File: src/rtl/spi_master_pkg.sv
// ============================================================================
// Package : spi_master_pkg
// Brief   : Lane-mode and FSM encodings plus lane helpers for the SPI TX path.
// Rev     : 1.0 - initial release
// ============================================================================
`default_nettype none

package spi_master_pkg;

  typedef enum logic [1:0] {
    LANE_SINGLE = 2'b00,
    LANE_DUAL   = 2'b01,
    LANE_QUAD   = 2'b10,
    LANE_RSVD   = 2'b11
  } lane_mode_e;

  typedef enum logic [1:0] {
    ST_IDLE     = 2'b00,
    ST_TRANSMIT = 2'b01,
    ST_STALL    = 2'b10
  } spi_state_e;

  // Reserved encoding collapses onto single-lane behaviour everywhere.
  function automatic logic [2:0] lane_count(input lane_mode_e mode);
    case (mode)
      LANE_DUAL: lane_count = 3'd2;
      LANE_QUAD: lane_count = 3'd4;
      default:   lane_count = 3'd1;
    endcase
  endfunction

  function automatic logic [1:0] lane_shift(input lane_mode_e mode);
    case (mode)
      LANE_DUAL: lane_shift = 2'd1;
      LANE_QUAD: lane_shift = 2'd2;
      default:   lane_shift = 2'd0;
    endcase
  endfunction

  function automatic logic [3:0] lane_oe(input lane_mode_e mode);
    case (mode)
      LANE_DUAL: lane_oe = 4'b0011;
      LANE_QUAD: lane_oe = 4'b1111;
      default:   lane_oe = 4'b0001;
    endcase
  endfunction

endpackage

`default_nettype wire

File: src/rtl/spi_tx_lane_mux.sv
// ============================================================================
// Module : spi_tx_lane_mux
// Brief  : Maps the TX shift register onto the sdo lanes for the latched mode.
// Rev    : 1.0 - initial release
// ============================================================================
`default_nettype none

module spi_tx_lane_mux
  import spi_master_pkg::*;
#(
  parameter int WORD_W = 32
) (
  input  logic [WORD_W-1:0] shift_reg,
  input  lane_mode_e        mode,
  input  logic              lsb_first,
  input  logic              active,
  output logic [3:0]        sdo,
  output logic [3:0]        sdo_oe
);

  // MSB-first takes the top bits with the higher lane most significant;
  // LSB-first takes the bottom bits with lane0 least significant.
  always_comb begin
    sdo    = 4'b0000;
    sdo_oe = 4'b0000;
    if (active) begin
      sdo_oe = lane_oe(mode);
      case (mode)
        LANE_DUAL: sdo[1:0] = lsb_first ? shift_reg[1:0] : shift_reg[WORD_W-1 -: 2];
        LANE_QUAD: sdo      = lsb_first ? shift_reg[3:0] : shift_reg[WORD_W-1 -: 4];
        default:   sdo[0]   = lsb_first ? shift_reg[0]   : shift_reg[WORD_W-1];
      endcase
    end
  end

endmodule

`default_nettype wire

File: src/rtl/spi_master_tx_ml.sv
// ============================================================================
// Module : spi_master_tx_ml
// Brief  : Multi-lane (1/2/4) SPI master transmit engine with word streaming.
// Rev    : 1.0 - initial release
// ============================================================================
`default_nettype none

module spi_master_tx_ml
  import spi_master_pkg::*;
#(
  parameter int WORD_W = 32,
  parameter int CNT_W  = 16
) (
  input  logic              clk,
  input  logic              rstn,
  input  logic              en,
  input  logic              tx_edge,
  input  logic [1:0]        mode_in,
  input  logic              lsb_first_in,
  input  logic [CNT_W-1:0]  counter_in,
  input  logic              counter_in_upd,
  input  logic [WORD_W-1:0] data,
  input  logic              data_valid,
  output logic              data_ready,
  output logic [3:0]        sdo,
  output logic [3:0]        sdo_oe,
  output logic              tx_done,
  output logic              clk_en_o,
  output logic              underrun
);

  localparam int C_WB_W = $clog2(WORD_W);

  spi_state_e         r_state;
  spi_state_e         w_state_nxt;
  logic [CNT_W-1:0]   r_bit_len;
  lane_mode_e         r_mode;
  logic               r_lsb;
  logic [CNT_W-1:0]   r_target;
  logic [CNT_W-1:0]   r_beat;
  logic [C_WB_W-1:0]  r_wbeat;
  logic [WORD_W-1:0]  r_shift;
  logic               r_underrun;

  lane_mode_e         w_in_mode;
  logic [CNT_W:0]     w_len_round;
  logic [CNT_W-1:0]   w_new_target;
  logic [C_WB_W-1:0]  w_word_last;
  logic [WORD_W-1:0]  w_shifted;
  logic               w_start;
  logic               w_last;
  logic               w_word_end;
  logic               w_edge;
  logic               w_done;
  logic               w_load;
  logic               w_latch;
  logic               w_ready;
  logic               w_shift_en;
  logic               w_stall_enter;

  assign w_in_mode = lane_mode_e'(mode_in);
  assign w_start   = en && data_valid && (r_bit_len != '0);

  // ceil(bit_len / L) computed as (bit_len + L - 1) >> log2(L).
  assign w_len_round  = {1'b0, r_bit_len} + (CNT_W+1)'(lane_count(w_in_mode) - 3'd1);
  assign w_new_target = CNT_W'(w_len_round >> lane_shift(w_in_mode));

  always_comb begin
    case (r_mode)
      LANE_DUAL: w_word_last = C_WB_W'(WORD_W/2 - 1);
      LANE_QUAD: w_word_last = C_WB_W'(WORD_W/4 - 1);
      default:   w_word_last = C_WB_W'(WORD_W - 1);
    endcase
  end

  assign w_shifted  = r_lsb ? (r_shift >> lane_count(r_mode)) : (r_shift << lane_count(r_mode));
  assign w_last     = (r_beat == (r_target - CNT_W'(1)));
  assign w_word_end = (r_wbeat == w_word_last);
  assign w_edge     = (r_state == ST_TRANSMIT) && tx_edge;
  assign w_done     = w_edge && w_last;

  always_comb begin
    w_state_nxt   = r_state;
    w_load        = 1'b0;
    w_latch       = 1'b0;
    w_ready       = 1'b0;
    w_shift_en    = 1'b0;
    w_stall_enter = 1'b0;
    case (r_state)
      ST_IDLE: begin
        if (w_start) begin
          w_ready     = 1'b1;
          w_load      = 1'b1;
          w_latch     = 1'b1;
          w_state_nxt = ST_TRANSMIT;
        end
      end
      ST_TRANSMIT: begin
        if (tx_edge) begin
          // End of transfer wins over a coincident word boundary.
          if (w_last) begin
            if (w_start) begin
              w_ready = 1'b1;
              w_load  = 1'b1;
              w_latch = 1'b1;
            end else begin
              w_shift_en  = 1'b1;
              w_state_nxt = ST_IDLE;
            end
          end else if (w_word_end) begin
            if (data_valid) begin
              w_ready = 1'b1;
              w_load  = 1'b1;
            end else begin
              w_shift_en    = 1'b1;
              w_stall_enter = 1'b1;
              w_state_nxt   = ST_STALL;
            end
          end else begin
            w_shift_en = 1'b1;
          end
        end
      end
      ST_STALL: begin
        if (data_valid) begin
          w_ready     = 1'b1;
          w_load      = 1'b1;
          w_state_nxt = ST_TRANSMIT;
        end
      end
      default: w_state_nxt = ST_IDLE;
    endcase
  end

  always_ff @(posedge clk) begin
    if (!rstn) begin
      r_state    <= ST_IDLE;
      r_bit_len  <= CNT_W'(8);
      r_mode     <= LANE_SINGLE;
      r_lsb      <= 1'b0;
      r_target   <= '0;
      r_beat     <= '0;
      r_wbeat    <= '0;
      r_shift    <= '0;
      r_underrun <= 1'b0;
    end else begin
      r_state <= w_state_nxt;
      if (counter_in_upd) begin
        r_bit_len <= counter_in;
      end
      if (w_latch) begin
        r_mode     <= w_in_mode;
        r_lsb      <= lsb_first_in;
        r_target   <= w_new_target;
        r_underrun <= 1'b0;
      end else if (w_stall_enter) begin
        r_underrun <= 1'b1;
      end
      if (w_latch || w_done) begin
        r_beat <= '0;
      end else if (w_edge) begin
        r_beat <= r_beat + CNT_W'(1);
      end
      if (w_load || (w_edge && w_word_end)) begin
        r_wbeat <= '0;
      end else if (w_edge) begin
        r_wbeat <= r_wbeat + C_WB_W'(1);
      end
      if (w_load) begin
        r_shift <= data;
      end else if (w_shift_en) begin
        r_shift <= w_shifted;
      end
    end
  end

  // Strobes are gated by rstn so an in-flight transfer is silenced during reset.
  assign data_ready = rstn && w_ready;
  assign tx_done    = rstn && w_done;
  assign clk_en_o   = rstn && (r_state == ST_TRANSMIT) && !(w_done && !w_start);
  assign underrun   = r_underrun;

  spi_tx_lane_mux #(
    .WORD_W (WORD_W)
  ) u_lane_mux (
    .shift_reg (r_shift),
    .mode      (r_mode),
    .lsb_first (r_lsb),
    .active    (rstn && (r_state != ST_IDLE)),
    .sdo       (sdo),
    .sdo_oe    (sdo_oe)
  );

endmodule

`default_nettype wire

File: config.mk
export PLATFORM = sky130hd
export DESIGN_NAME = spi_master_tx_ml
export DESIGN_NICKNAME = d
export VERILOG_FILES = /design/src/rtl/spi_master_pkg.sv /design/src/rtl/spi_tx_lane_mux.sv /design/src/rtl/spi_master_tx_ml.sv
export SDC_FILE = /design/constraint.sdc
export NUM_CORES = 1
export LEC_CHECK = 0
export CAP_MARGIN = 15
export CORE_MARGIN = 8
export CORE_UTILIZATION = 40
export DETAILED_ROUTE_END_ITERATION = 6
export HOLD_SLACK_MARGIN = 0.08
export SLEW_MARGIN = 40
export SYNTH_ARGS = -nofsm -noshare
export SYNTH_HDL_FRONTEND = slang
export SYNTH_HIERARCHICAL = 1
export SYNTH_SLANG_ARGS = --single-unit
File: constraint.sdc
create_clock -name clk -period 9 [get_ports clk]
set_input_delay 1.8 -clock clk [delete_from_list [all_inputs] [get_ports clk]]
set_output_delay 1.8 -clock clk [all_outputs]
set_load 0.03 [all_outputs]
==> summary.md, run 1 <==
| Metric | Value |
|---|---|
| Status | complete, no violations |
| CTS tree | done |
| Synthesized area | 7930 um^2 |
| Setup crit start kind | input port |
| DRT antenna net count | 0 |
| Slew margin rel. | 0.542 |
| Worst IR Drop VDD | 94.6 uV |
| Die height | about 160 um |
| Post_cts resized | 0 |
| Warnings from Yosys | 6 |
| Worst min path class | reg -> reg |
| # H-tree levels | 3 |
| DP Area | 8830 um^2 |
| Crit path from | data_valid |
| Arrival time at the worst endpoint | 4.90 ns |
| # setup viols final | 0 |
| Area added between synthesis and finish | 15.2% |
| Via count | 7001 |
| CORE AREA | about 19000 um^2 |
| Worst flop-to-flop path startpoint | r_target[0]$_SDFFE_PN0P_ |
| Mean area per synthesized cell | 8.84 um^2 |
| Initial DRT Pass Iterations | 5 |
| RSZ-0062 raised after global routing | no |
| DIE WIDTH | between 150 and 200 um |
| Post-CTS Hold Fix Bufs | 0 |
| Post-synth top flop | dfxtp_1 |
| DR DRC count | 0 |
| Vias per cell | 5.81 |
| Critical path fanouts, max | 28 |
| Fillers | 1877 |
| Global-route wire length before repair | 35800 um |
| Fin crit period | 6.70 ns |
| CP bufs+invs | 3 |
| Number of max-cap violations | 0 |
| Clk root buf | clkbuf_16 |
| Routed WL | 21700 um |
| Worst slew pin tran | 0.686 ns |
| Nets | 1020 |
| Port bufs | 68 |
| WS Path Type | in -> out |
| Routability cong. | 0.868 |
| Gr ovfl total | 0 |
| Share of cells above drive strength 1 | 0.115 |
| Worst path slowest cell | clkdlybuf4s50_1 |
| Final period utilization | 0.744 |
| Number of antenna diodes | 0 |
| Gr usage total | 0.180 |
| CP required | 7.20 ns |
| Vias in the first global route | 6851 |
| DP HPWL | 15800 um |
| DIE AREA | 24600 um^2 |
| Kind of end point of the critical path | output pin |
| Top cell by count, worst path | clkdlybuf4s50_1 |
| Endpoints failing hold | 0 |
| Clock slew at reported path FFs | 0.07 ns |
| Cells after Synth | 897 |
| Yosys reg bits | 91 |
| Ports | 69 |
| Setup Skew | 0.00962 ns |
| Sum Neg Setup Slack | 0 ns |
| Fin area | between 9000 and 10000 um^2 |
| Post-synth EDFFs | 0 |
| Pwr Density | 134 nW/um^2 |
| Sequential-to-total area share from yosys stat | 0.230 |
| Row Count | just over 50 |
| Postcts setup bufs | 0 |
| Clk_lat worst skew | 0.36 ns |
| Initial antenna violation count | 0 |
| DRT iter0 DRCs | 420 |
| Hold_sp | r_wbeat[4]$_SDFFE_PP0P_ |
| Initial Utilization | 0.408 |
| Synth unique cells | 84 |
| Total CTS buffers | 9 |
| FFs w/ async S/R, synth | 0 |
| Static Leak | 3.43 nW |
| Pin count of the biggest net entering global routing | 72 |
| Clk sink count | 91 |
| Finished Core Util | 0.470 |
| Routed len/inst | 18.0 um |
| Max Buffers Root-to-Sink | 2 |
| Critical path's top delay family | buffers and inverters |
| Slew Viols, Final | 0 |
| Slowest stage delay, CP | 0.68 ns |
| CP cell instances | clkdlybuf4s50_1 -> nand3_1 -> or2_2 -> a21oi_1 -> nor2_2 -> buf_4 -> nor2_1 -> clkdlybuf4s50_1 |
| Fmax | 0.149 GHz |
synth_stat cells, types with 5 or more instances:
library cell,count,area [um^2]
a211oi_1,6,45.0
a21oi_1,54,270
a221o_1,5,50.1
a311oi_1,5,43.8
and3_1,6,37.5
buf_1,14,52.6
buf_2,6,30.0
clkbuf_1,39,146
dfxtp_1,91,1820
ha_1,28,350
inv_1,18,67.6
mux2_2,12,135
mux2i_1,109,1090
mux4_2,43,968
nand2_1,86,323
nand3_1,25,125
nand4_1,20,125
nor2_1,69,259
nor2b_1,6,37.5
nor3_1,14,70.1
nor4_1,9,56.3
o2111ai_1,7,61.3
o211ai_1,10,75.1
o21a_1,7,52.6
o21ai_0,37,185
o22ai_1,20,125
o31ai_1,5,37.5
xnor2_1,26,228
xor2_1,28,245
cell type report:
cell class / instances / area, um^2 / area share
multi-input combinational: 733 / 5830 / 0.638
sequential: 91 / 1820 / 0.199
timing repair buffer: 79 / 774 / 0.0847
tap: 265 / 332 / 0.0363
clock buffer: 11 / 243 / 0.0266
inverter: 20 / 75.1 / 0.00821
clock inverter: 5 / 62.6 / 0.00685
sequential cells by signal, summed over array words and instances (netlist names):
name / count
r_shift: 32
r_beat: 16
r_bit_len: 16
r_target: 16
r_wbeat: 5
r_mode: 2
r_state: 2
r_lsb: 1
underrun: 1
tightest hold or removal path: stages, from the launching register on:
cell and delay [ns]:
dfxtp_1 0.33, nand2_1 0.06, a21oi_1 0.05
kinds of logic after synthesis:
group | share of synthesized area
AOI/OAI and AO/OA | 0.178
DFF | 0.230
and+or+nand+nor | 0.160
xor gates and xnor gates | 0.0596
adders and majority gates | 0.0467
buffers and inverters | 0.0465
muxes | 0.279
other | 0.000473
report_power, final:
group          leakage [nW]  internal (W)  switching [W]
clock network         0.142      0.000224       0.000178
logic                  2.55      0.000173       0.000191
registers             0.743      0.000423      0.0000335
metal layers:
| layer | wire length [um] | vias up | share of wire | GRT usage |
|---|---|---|---|---|
| li1 | - | 3451 | - | - |
| met4 | 394 | 0 | 0.018 | 0.0531 |
| met2 | 10700 | 139 | 0.50 | 0.307 |
| met3 | 865 | 29 | 0.040 | 0.0320 |
| met1 | 9660 | 3382 | 0.45 | 0.227 |
| met5 | 0 | - | 0 | 0 |
per-stage QoR:
| stage | hold slack [ns] | total power [W] | setup WS (ns) | instances |
|---|---|---|---|---|
| after global routing | 0.528 | 0.00129 | 2.06 | 1204 |
| after global placement | 0.470 | 0.000823 | 2.41 | 1187 |
| after floorplan | 0.449 | 0.000730 | 3.37 | 909 |
| after detailed placement | 0.478 | 0.000826 | 2.33 | 1188 |
| final | 0.488 | 0.00122 | 2.30 | 1204 |
| after CTS | 0.486 | 0.00123 | 2.32 | 1204 |
worst paths after layout:
check | to | slack [ns] | depth (start not counted)
setup / recovery | data_ready | 2.30 | 8
hold / removal | r_wbeat[4]$_SDFFE_PP0P_ | 0.49 | 2
setup reg to reg | r_shift[1]$_SDFFE_PN0P_ | 4.69 | 10
hold reg to reg | r_wbeat[4]$_SDFFE_PP0P_ | 0.49 | 2
layout by cell type (no fill, tap or decap), types with 3 or more instances in the layout:
cell type and n:
o32ai_1 4, ha_1 25, mux4_2 43, o31ai_1 5, o22ai_1 20, o2111ai_1 7, nor3_1 14, nand3_1 25
and3_1 6, nor4_1 9, or3_1 4, a21oi_1 54, nand2_1 86, a221o_1 5, a21o_1 4, nand4b_1 3
buf_4 9, nand2b_1 4, nor2b_1 6, mux2_2 12, mux2i_1 108, nor2_1 67, a211oi_1 6, xor2_1 28
xnor2_1 26, nand4_1 20, and2_1 3, clkdlybuf4s50_1 67, inv_1 18, conb_1 13, o31a_1 3, dfxtp_1 91
clkbuf_16 9, o21a_1 7, o21ai_0 37, a31oi_1 3, a311oi_1 5, o211ai_1 10
No activity file was read; power rests on OpenSTA's default activity.
==> run 2, diff against run 1 <==
==> constraint.sdc (replaced) <==
create_clock -name clk -period 6.2 [get_ports clk]
set_input_delay 1.24 -clock clk [delete_from_list [all_inputs] [get_ports clk]]
set_output_delay 1.24 -clock clk [all_outputs]
set_load 0.03 [all_outputs]
==> run 2 against run 1 <==
Net effect:
- final cell count is 0.25% higher
- routed wire length increased by 0.42%
- sequential power increased by 45%
- first-iteration DRC count is 8.1% lower
- critical path depth decreased by 1
- clock power rose by 33%
- combinational power rose by 46%
- worst setup slack worse by 1.6 ns
- worst hold slack lost 0.0098 ns
- total power increased by 41%
- die area stayed put
- register-to-register slack worse by 2.7 ns
- largest cell class unchanged
- largest power group unchanged
==> summary.md, run 2 (synthesized netlist as in run 1, its figures left out) <==
| Metric | Value |
|---|---|
| Status | complete, no violations |
| Clock slew at reported path FFs | 0.06 ns (about the same) |
| Setup Skew | 0.0104 ns (+0.000772 ns) |
| DRT iter0 DRCs | 386 (-8.1%) |
| Setup crit start kind | input port |
| Clk_lat worst skew | 0.36 ns (about the same) |
| Global-route wire length before repair | 35600 um (-0.44%) |
| Gr usage total | 0.178 (-0.00196) |
| DP HPWL | 15900 um (+0.68%) |
| Worst slew pin tran | 0.781 ns (+0.0948 ns) |
| Vias per cell | 5.87 (+0.89%) |
| GRT busiest layer | met2 |
| CP required | 4.96 ns (-2.24 ns) |
| CORE AREA | 19500 um^2 (unchanged) |
| DIE WIDTH | 157 um (unchanged) |
| Max Buffers Root-to-Sink | 2 (unchanged) |
| Most flop-heavy register | r_shift |
| Fin area | 9110 um^2 (-0.31%) |
| Share of cells above drive strength 1 | 0.124 (+0.00919) |
| Final period utilization | 0.879 |
| Internal power | 0.00115 W (+40%) |
| Sum Neg Setup Slack | 0 ns (unchanged) |
| Number of max-cap violations | 0 (unchanged) |
| Routed len/inst | 18.0 um (+0.17%) |
| Postcts setup bufs | 0 (unchanged) |
| Routed WL | 21700 um (+0.42%) |
| Worst IR Drop VDD | 138 uV (+46%) |
| Endpoints failing hold | 0 (unchanged) |
| GR Util met3 | 0.0292 (-0.00276) |
| FF+latch area | 1820 um^2 (unchanged) |
| Ports | 69 (unchanged) |
| Static Leak | 3.45 nW (+0.61%) |
| Fmax | 0.183 GHz |
| Vias in the first global route | 6994 (+2.1%) |
| Fillers | 1901 (+1.3%) |
| Post_cts resized | 0 (unchanged) |
| Commonest non-fill, non-tap cell in the layout | mux2i_1 |
| Sequential Power Share | 0.383 (+0.010) |
| DIE AREA | 24600 um^2 (unchanged) |
| Arrival time at the worst endpoint | 4.21 ns (-0.69 ns) |
| DP Area | 8840 um^2 (about the same) |
| Comb pwr share | 0.307 (+0.009) |
| WS Path Type | in -> out |
| Via count | 7081 (+1.1%) |
| Total CTS buffers | 9 (unchanged) |
| Clk sink count | 91 (unchanged) |
| Gr ovfl total | 0 (unchanged) |
| Slew Viols, Final | 0 (unchanged) |
| CTS tree | done |
| Number of antenna diodes | 0 (unchanged) |
| Nets | 1023 (+0.29%) |
| Pwr Density | 190 nW/um^2 (+42%) |
| Die height | 157 um (unchanged) |
| Clk root buf | clkbuf_16 |
| Switching share of power | 0.337 (+0.00743) |
| Post-CTS Hold Fix Bufs | 0 (unchanged) |
| Slew margin rel. | 0.476 (-0.0664) |
| DRT antenna net count | 0 (unchanged) |
| Routability cong. | 0.861 (-0.86%) |
| Area added between synthesis and finish | 14.8% |
| Clock power share | 0.310 (-0.019) |
| # H-tree levels | 3 (unchanged) |
| Most frequent cells in the layout | mux2i_1, dfxtp_1, nand2_1, nor2_1, clkdlybuf4s50_1 |
| Port bufs | 68 (unchanged) |
| RSZ-0062 raised after global routing | no |
| Worst min path class | reg -> reg |
| Met1 Resource Use GR | 0.220 (-0.00744) |
| DR DRC count | 0 (unchanged) |
| Initial DRT Pass Iterations | 5 (unchanged) |
| Fin crit period | 5.45 ns |
| Pin count of the biggest net entering global routing | 64 (-11%) |
| Initial Utilization | 0.408 (unchanged) |
| Max reg flops | 32 (unchanged) |
| Critical path fanouts, max | 19 (-32%) |
| # setup viols final | 0 (unchanged) |
| Kind of end point of the critical path | output pin |
| Row Count | 51 (unchanged) |
| Initial antenna violation count | 0 (unchanged) |
| Multi-input gate area | 5830 um^2 (about the same) |
| Switch Pwr | 0.000583 W (+45%) |
| Global routing usage on met2 | 0.304 (-0.00331) |
-- run 2: worst paths after layout --
kind | start | endpoint | slack [ns] | cells after the start
max | data_valid | data_ready | 0.75 | 7
min reg2reg | r_wbeat[1]$_SDFFE_PP0P_ | r_wbeat[1]$_SDFFE_PP0P_ | 0.48 | 2
max reg2reg | r_target[0]$_SDFFE_PN0P_ | r_shift[30]$_SDFFE_PN0P_ | 2.01 | 10
min | r_wbeat[1]$_SDFFE_PP0P_ | r_wbeat[1]$_SDFFE_PP0P_ | 0.48 | 2
-- run 2: power by group through the flow --
stage	Clock, W	Combinational, W	Sequential [W]
after floorplan	0	0.000402	0.000658
after global placement	0	0.000521	0.000675
after detailed placement	0	0.000525	0.000675
after CTS	0.000550	0.000529	0.000662
after global routing	0.000572	0.000580	0.000668
final	0.000536	0.000532	0.000663
-- run 2: routing by layer --
metal,wire length (um),vias up
met5,0,-
met4,571,0
met3,905,35
met2,10600,164
li1,-,3452
met1,9670,3430
-- run 2: area by class of cell --
class | count | share of cell area
Multi-Input combinational cell | 733 | 0.640
Inverter | 20 | 0.00824
Tap cell | 265 | 0.0364
Sequential cell | 91 | 0.200
Timing Repair Buffer | 82 | 0.0850
Clock buffer | 12 | 0.0271
Clock inverter | 4 | 0.00288
-- run 2: per-stage QoR --
| step | total power [W] | setup WS [ns] | util | std cells | hold slack (ns) |
|---|---|---|---|---|---|
| finish | 0.00173 | 0.747 | 0.468 | 1207 | 0.478 |
| global route | 0.00182 | 0.564 | 0.468 | 1207 | 0.502 |
| CTS | 0.00174 | 0.815 | 0.468 | 1207 | 0.477 |
| detailed placement | 0.00120 | 0.829 | 0.454 | 1191 | 0.468 |
| global placement | 0.00120 | 0.909 | 0.453 | 1191 | 0.464 |
| floorplan | 0.00106 | 1.58 | - | 909 | 0.449 |
-- run 2: worst max-delay path: stages --
cell,delay (ns)
clkdlybuf4s50_1,0.67
nand3_1,0.27
or2_2,0.50
a21oi_1,0.58
nor2_2,0.11
nor2_1,0.13
clkdlybuf4s50_1,0.71
